File: src/rtl/hs_pkg.sv
// hs_pkg: state encoding and helpers shared by the valid/ready handshake stages.
package hs_pkg;

    localparam int STATE_BITS = 1;

    typedef enum logic [STATE_BITS-1:0] {
        EMPTY = 1'b0,
        BUSY  = 1'b1
    } state_t;

    function automatic int clog2(input int v);
        int r;
        r = 0;
        for (int i = 0; i < 32; i++)
            if ((1 << r) < v) r = r + 1;
        return r;
    endfunction

endpackage

File: src/rtl/hs_serializer.sv
// hs_serializer: ready/valid width-down converter, one wide word out as BEATS
// registered narrow beats with last flag and beat index.
module hs_serializer
    import hs_pkg::*;
#(
    parameter int BEAT_WIDTH = 8,
    parameter int BEATS      = 4,
    parameter bit LSB_FIRST  = 1'b1,
    localparam int IW        = (clog2(BEATS) > 1) ? clog2(BEATS) : 1
) (
    input  logic                        clock,
    input  logic                        clear_n,
    input  logic                        input_valid,
    output logic                        input_ready,
    input  logic [BEAT_WIDTH*BEATS-1:0] input_data,
    output logic                        output_valid,
    input  logic                        output_ready,
    output logic [BEAT_WIDTH-1:0]       output_data,
    output logic                        output_last,
    output logic [IW-1:0]               output_index
);

    localparam int DW = BEAT_WIDTH * BEATS;

    state_t          state_q, state_d;
    logic [DW-1:0]   sr_q, sr_d;
    logic [IW-1:0]   cnt_q, cnt_d;
    logic            last_q, last_d;
    logic            insert, remove;

    assign output_valid = (state_q == BUSY);
    assign remove       = output_valid & output_ready;
    // Combinational ready path lets the next word load on the last beat's handshake.
    assign input_ready  = (state_q != BUSY) | (remove & last_q);
    assign insert       = input_valid & input_ready;
    assign output_data  = LSB_FIRST ? sr_q[BEAT_WIDTH-1:0] : sr_q[DW-1 -: BEAT_WIDTH];
    assign output_last  = last_q;
    assign output_index = cnt_q;

    always_comb begin
        state_d = state_q;
        sr_d    = sr_q;
        cnt_d   = cnt_q;
        last_d  = last_q;
        if (insert) begin
            state_d = BUSY;
            sr_d    = input_data;
            cnt_d   = '0;
            last_d  = 1'b0;
        end else if (remove) begin
            if (last_q) begin
                state_d = EMPTY;
            end else begin
                sr_d   = LSB_FIRST ? (sr_q >> BEAT_WIDTH) : (sr_q << BEAT_WIDTH);
                cnt_d  = cnt_q + 1'b1;
                last_d = ((cnt_q + 1'b1) == IW'(BEATS - 1));
            end
        end
    end

    always_ff @(posedge clock or negedge clear_n) begin
        if (!clear_n) begin
            state_q <= EMPTY;
            sr_q    <= '0;
            cnt_q   <= '0;
            last_q  <= 1'b0;
        end else begin
            state_q <= state_d;
            sr_q    <= sr_d;
            cnt_q   <= cnt_d;
            last_q  <= last_d;
        end
    end

endmodule

File: config.mk
export PLATFORM = sky130hd
export DESIGN_NAME = hs_serializer
export DESIGN_NICKNAME = d
export VERILOG_FILES = /design/src/rtl/hs_pkg.sv /design/src/rtl/hs_serializer.sv
export SDC_FILE = /design/constraint.sdc
export NUM_CORES = 1
export LEC_CHECK = 0
export ABC_AREA = 1
export BUFFER_PORTS_ARGS = -buffer_cell sky130_fd_sc_hd__buf_2
export CAP_MARGIN = 10
export CORE_ASPECT_RATIO = 0.5
export CORE_MARGIN = 2
export CORE_UTILIZATION = 30
export DETAILED_ROUTE_END_ITERATION = 8
export PLACE_DENSITY_LB_ADDON = 0.25
export SLEW_MARGIN = 20
export SYNTH_ARGS = -nofsm -noshare
export SYNTH_HDL_FRONTEND = slang
export SYNTH_SLANG_ARGS = --single-unit
File: constraint.sdc
create_clock -name clock -period 3.13 [get_ports clock]
set_clock_uncertainty 0.15 [all_clocks]
set_input_delay 0.4695 -clock clock [delete_from_list [all_inputs] [get_ports clock]]
set_output_delay 0.4695 -clock clock [all_outputs]
set_load 0.05 [all_outputs]
# == After elaboration in Yosys (flattened, before gate mapping) ==
# Cells that the tools add are included.
# totals
rom_bits,0
latchBits,0
reg_bits,36
n_memories,0
ram_bits,0
# classes
shift,0
n_mul,0
n_lt_le_gt_ge,0
n_addsub,1
mux,12
reduce_logical,4
div_mod_pow,0
eq_ne,2
n_bitwise,5
# ops
cell,count
two-way mux 32 bit,3
two-way mux 1 bit,6
two-way mux 2 bit,3
AND reduction 2 bit,2
nonzero test 2 bit,2
AND 1 bit,3
adder 2 x 1 -> 2 bit (second input constant),1
equality test 2 bit (second input constant),1
!= test 2 x 1 -> 1 bit (second input constant),1
inverter 1 bit,1
OR 1 bit,1

# == Longest topological paths before layout ==
# logic_depth
ltp_word,6
ltp_mapped,8
ltp_nobuf,6

# == Worst setup path after synthesis ==
# No wires, ideal clock.
# synth_timing
path_type,register -> output
from,"register last_q, in the netlist output_last"
to,output input_ready
path_buffers,1
t_arrival_ns,1.179
required_time_ns,2.510
path_slack_ns,1.331
stages_incl_launch_ff,4
cell_sequence,dfrtp_1 nand2_2 nand2_4 buf_4
# synth_between
elab_chain_len,2
# synth_rtl
item,line,source
from (decl),hs_serializer.sv:28,"logic last_q, last_d;"
from (signal assigned),hs_serializer.sv:71,last_q <= last_d;
AND 1 bit,hs_serializer.sv:34,assign input_ready = (state_q != BUSY) | (remove & last_q);
OR 1 bit,hs_serializer.sv:34,
to (decl),hs_serializer.sv:14,"output logic input_ready,"
# No other way between the ends.

# == Worst setup path after layout ==
# layout_timing
from,input output_ready
to,output input_ready
# layout_between
elab_chain_len,3
# layout_rtl
item,line,source
from (decl),hs_serializer.sv:17,"input logic output_ready,"
AND 1 bit,hs_serializer.sv:32,assign remove = output_valid & output_ready;
AND 1 bit,hs_serializer.sv:34,
OR 1 bit,hs_serializer.sv:34,
# No other way between the ends.

==> Flow_metrics.wiki <==
{| class="wikitable"
! Metric !! Value
|-
| Fmax achieved || 449 MHz
|-
| Synthesized netlist cell count || 256
|-
| Proportion of synthesized chip area in sequential cells || 43.6%
|-
| Critical path required time || 2.51 ns
|-
| Peak fanout along the critical path || 27
|-
| Design internal power || 1.32 mW
|-
| Kind of end point of the critical path || primary output
|-
| Proportion of layout cells with a drive suffix above 1 || 22.3%
|-
| Top-level port count || 49
|-
| Post-cts sizing count || 0
|-
| I/O Buffers || 48
|-
| GR Overflow Total || 0
|-
| Avg Cell Area, Syn || 8.07 um2
|-
| Final Hold Slack || 0.133 ns
|-
| H-tree levels || 2
|-
| Post-DRT Antenna Nets || 0
|-
| Tot Pwr || 2.51 mW
|-
| HPWL after detailed placement || 3270 um
|-
| Number of buffers inserted by hold repair at cts || 0
|-
| Sequential share of power || 34.2%
|-
| Post-layout utilization of the core || 35.2%
|-
| Final antenna diode count || 0
|-
| Synthesis-stage register bit count || 36
|-
| Nets || 320
|-
| Average vias per placed instance || 4.78
|-
| Hold Violations, Final || 0
|-
| Clock net sink count || 36
|-
| Power density over cell area || 1070 mW/mm2
|-
| Placement row count || 21
|-
| CTS max path bufs || 2
|-
| Final-report setup violation count || 0
|-
| Total of warnings raised by yosys || 0
|-
| Path type of the worst setup path || input port to primary output
|-
| Clock Latency Late Sink || 0.27 ns
|-
| Area of placed instances || 0.00221 mm2
|-
| Postcts setup bufs || 0
|-
| Drt total wl || 5010 um
|-
| Type of the most critical hold path || input port to async pin
|-
| Number of vias after detailed routing || 1791
|-
| Die Outline Area || 0.00761 mm2
|-
| Synth Net Count || 293
|-
| Total Neg Setup Slack || 0 ns
|-
| Post-CTS clock slew at the launch and capture registers of the worst setup and hold paths || 0.05 ns
|-
| RSZ-0062 raised after global routing || false
|-
| Fin worst setup slack || 0.904 ns
|-
| Die height || 62.7 um
|-
| Initial Util || 31.0%
|-
| Clock power share || 18.4%
|-
| DRC violations left || 0
|-
| Maximum ir drop on the vdd rail || 0.255 mV
|-
| Initial antenna violation count || 0
|-
| Clock root buffer || sky130_fd_sc_hd__clkbuf_16
|-
| TritonCTS clock tree || done
|-
| Max-slew violation count || 0
|-
| Number of clock buffers inserted by TritonCTS || 5
|-
| Run status || completed
|-
| Synth-to-layout area growth || 13.7%
|-
| Switching share of power || 47.2%
|-
| Number of global-route vias before repair || 1642
|-
| Worst-Margin Slew || 0.800 ns
|-
| First-pass GRT wire length || 8000 um
|-
| Time the final worst path needs with I/O delays and setup || 2.23 ns
|-
| GRT Overall Usage || 13.3%
|-
| Gpl congestion || 0.766
|-
| Share of the clock period used by the worst path after layout || 71.1%
|-
| Largest net degree at the start of global routing || 62
|-
| Static power due to leakage || 1.26 nW
|-
| Nature of the critical path startpoint || input port
|-
| Length of the first detailed-routing pass in iterations || 4
|-
| Die X-Extent || 121 um
|-
| Combinational cell fraction of total power || 47.5%
|-
| Area of all placed cells without fillers || 0.00235 mm2
|-
| Violation count after the first detailed-route iteration || 122
|-
| Switching power || 1.18 mW
|-
| Worst setup slack before clock tree synthesis || 0.816 ns
|-
| Average detailed-routed wire length per instance || 13.3 um
|-
| Max-cap violations || 0
|-
| Placed Cells || 368
|-
| Core footprint || 0.00667 mm2
|-
| Worst endpoint data arrival time || 1.61 ns
|-
| Number of standard cells in the layout, taps in and fillers out || 375
|-
| Area of the mapped netlist || 0.00207 mm2
|-
| Slew margin rel. || 46.7%
|-
| Synth cell types || 17
|}
-- sequential cells by signal (all words and copies together) (netlist names) --
register      flops
sr_q             32
output_index      2
output_last       1
output_valid      1
-- cell usage after synthesis --
cell type / instances / area [um2]
sky130_fd_sc_hd__nor2_4: 1 / 11.3
sky130_fd_sc_hd__nor2_1: 2 / 7.51
sky130_fd_sc_hd__inv_2: 2 / 7.51
sky130_fd_sc_hd__dfrtp_1: 36 / 901
sky130_fd_sc_hd__ha_1: 1 / 12.5
sky130_fd_sc_hd__o21ai_1: 1 / 5.00
sky130_fd_sc_hd__nand2_2: 2 / 12.5
sky130_fd_sc_hd__clkbuf_1: 2 / 7.51
sky130_fd_sc_hd__nand2_4: 2 / 22.5
sky130_fd_sc_hd__inv_1: 4 / 15.0
sky130_fd_sc_hd__nand3_1: 34 / 170
sky130_fd_sc_hd__buf_2: 6 / 30.0
sky130_fd_sc_hd__nand2_1: 93 / 349
sky130_fd_sc_hd__buf_6: 5 / 56.3
sky130_fd_sc_hd__nand4_1: 24 / 150
sky130_fd_sc_hd__buf_4: 17 / 128
sky130_fd_sc_hd__nand3b_1: 24 / 180
-- worst paths after layout --
check,depth (start not counted),endpoint,slack [ns],from
setup / recovery,4,input_ready,0.90,output_ready
hold / removal,1,sr_q[19],0.13,clear_n
setup reg to reg,5,sr_q[27],1.10,output_valid
hold reg to reg,2,sr_q[28],0.36,sr_q[28]
max in group asynchronous,1,output_index[1],2.18,clear_n
min in group clock,3,sr_q[26],0.24,input_data[26]
-- layer usage --
metal / track usage (%) / part of all wire, % / up-vias / wire [um]
li1: - / - / 901 / -
met1: 19.4 / 51 / 839 / 2560
met2: 18.8 / 42 / 44 / 2090
met3: 4.01 / 6.5 / 7 / 324
met4: 4.02 / 0.76 / 0 / 38
met5: 0 / 0 / - / 0
-- critical path, cell delays in order --
cell and delay (ns):
sky130_fd_sc_hd__buf_2 0.40, sky130_fd_sc_hd__nand2_2 0.12, sky130_fd_sc_hd__nand2_4 0.28, sky130_fd_sc_hd__buf_2 0.33
-- power by group through the flow --
| stage | registers [mW] | clock network, mW | logic [mW] |
|---|---|---|---|
| floorplan | 0.889 | 0 | 1.05 |
| global placement | 0.862 | 0 | 1.17 |
| detailed placement | 0.858 | 0 | 1.19 |
| CTS | 0.854 | 0.473 | 1.20 |
| global route | 0.884 | 0.498 | 1.33 |
| finish | 0.857 | 0.460 | 1.19 |
-- kinds of logic (layout without fill, tap and decap cells) --
logic type | count (synthesis) | after routing | share of synthesized area [%]
buffers and inverters | 36 | 63 | 11.8
flip-flops | 36 | 36 | 43.6
adder cells (fa/ha/maj) | 1 | 1 | 0.606
AO/OA/AOI/OAI | 1 | 1 | 0.242
AND/OR/NAND/NOR | 182 | 182 | 43.7
-- placed cells by master, fill, tap and decap left out, drive strengths merged --
cell type  count
clkbuf         6
ha             1
o21ai          1
buf           50
nand3         34
nand4         24
nor2           3
inv            6
nand3b        24
dfrtp         36
clkinv         1
nand2         97
-- cell type report --
type	count	area [um2]
clock buffers	6	129
flip-flops and latches	36	901
fillers	721	4330
repair buffers	50	255
well taps	92	115
inverters	6	22.5
multi-input cells	184	921
clock inverters	1	5.00
Power figures use the tool's default switching activity.
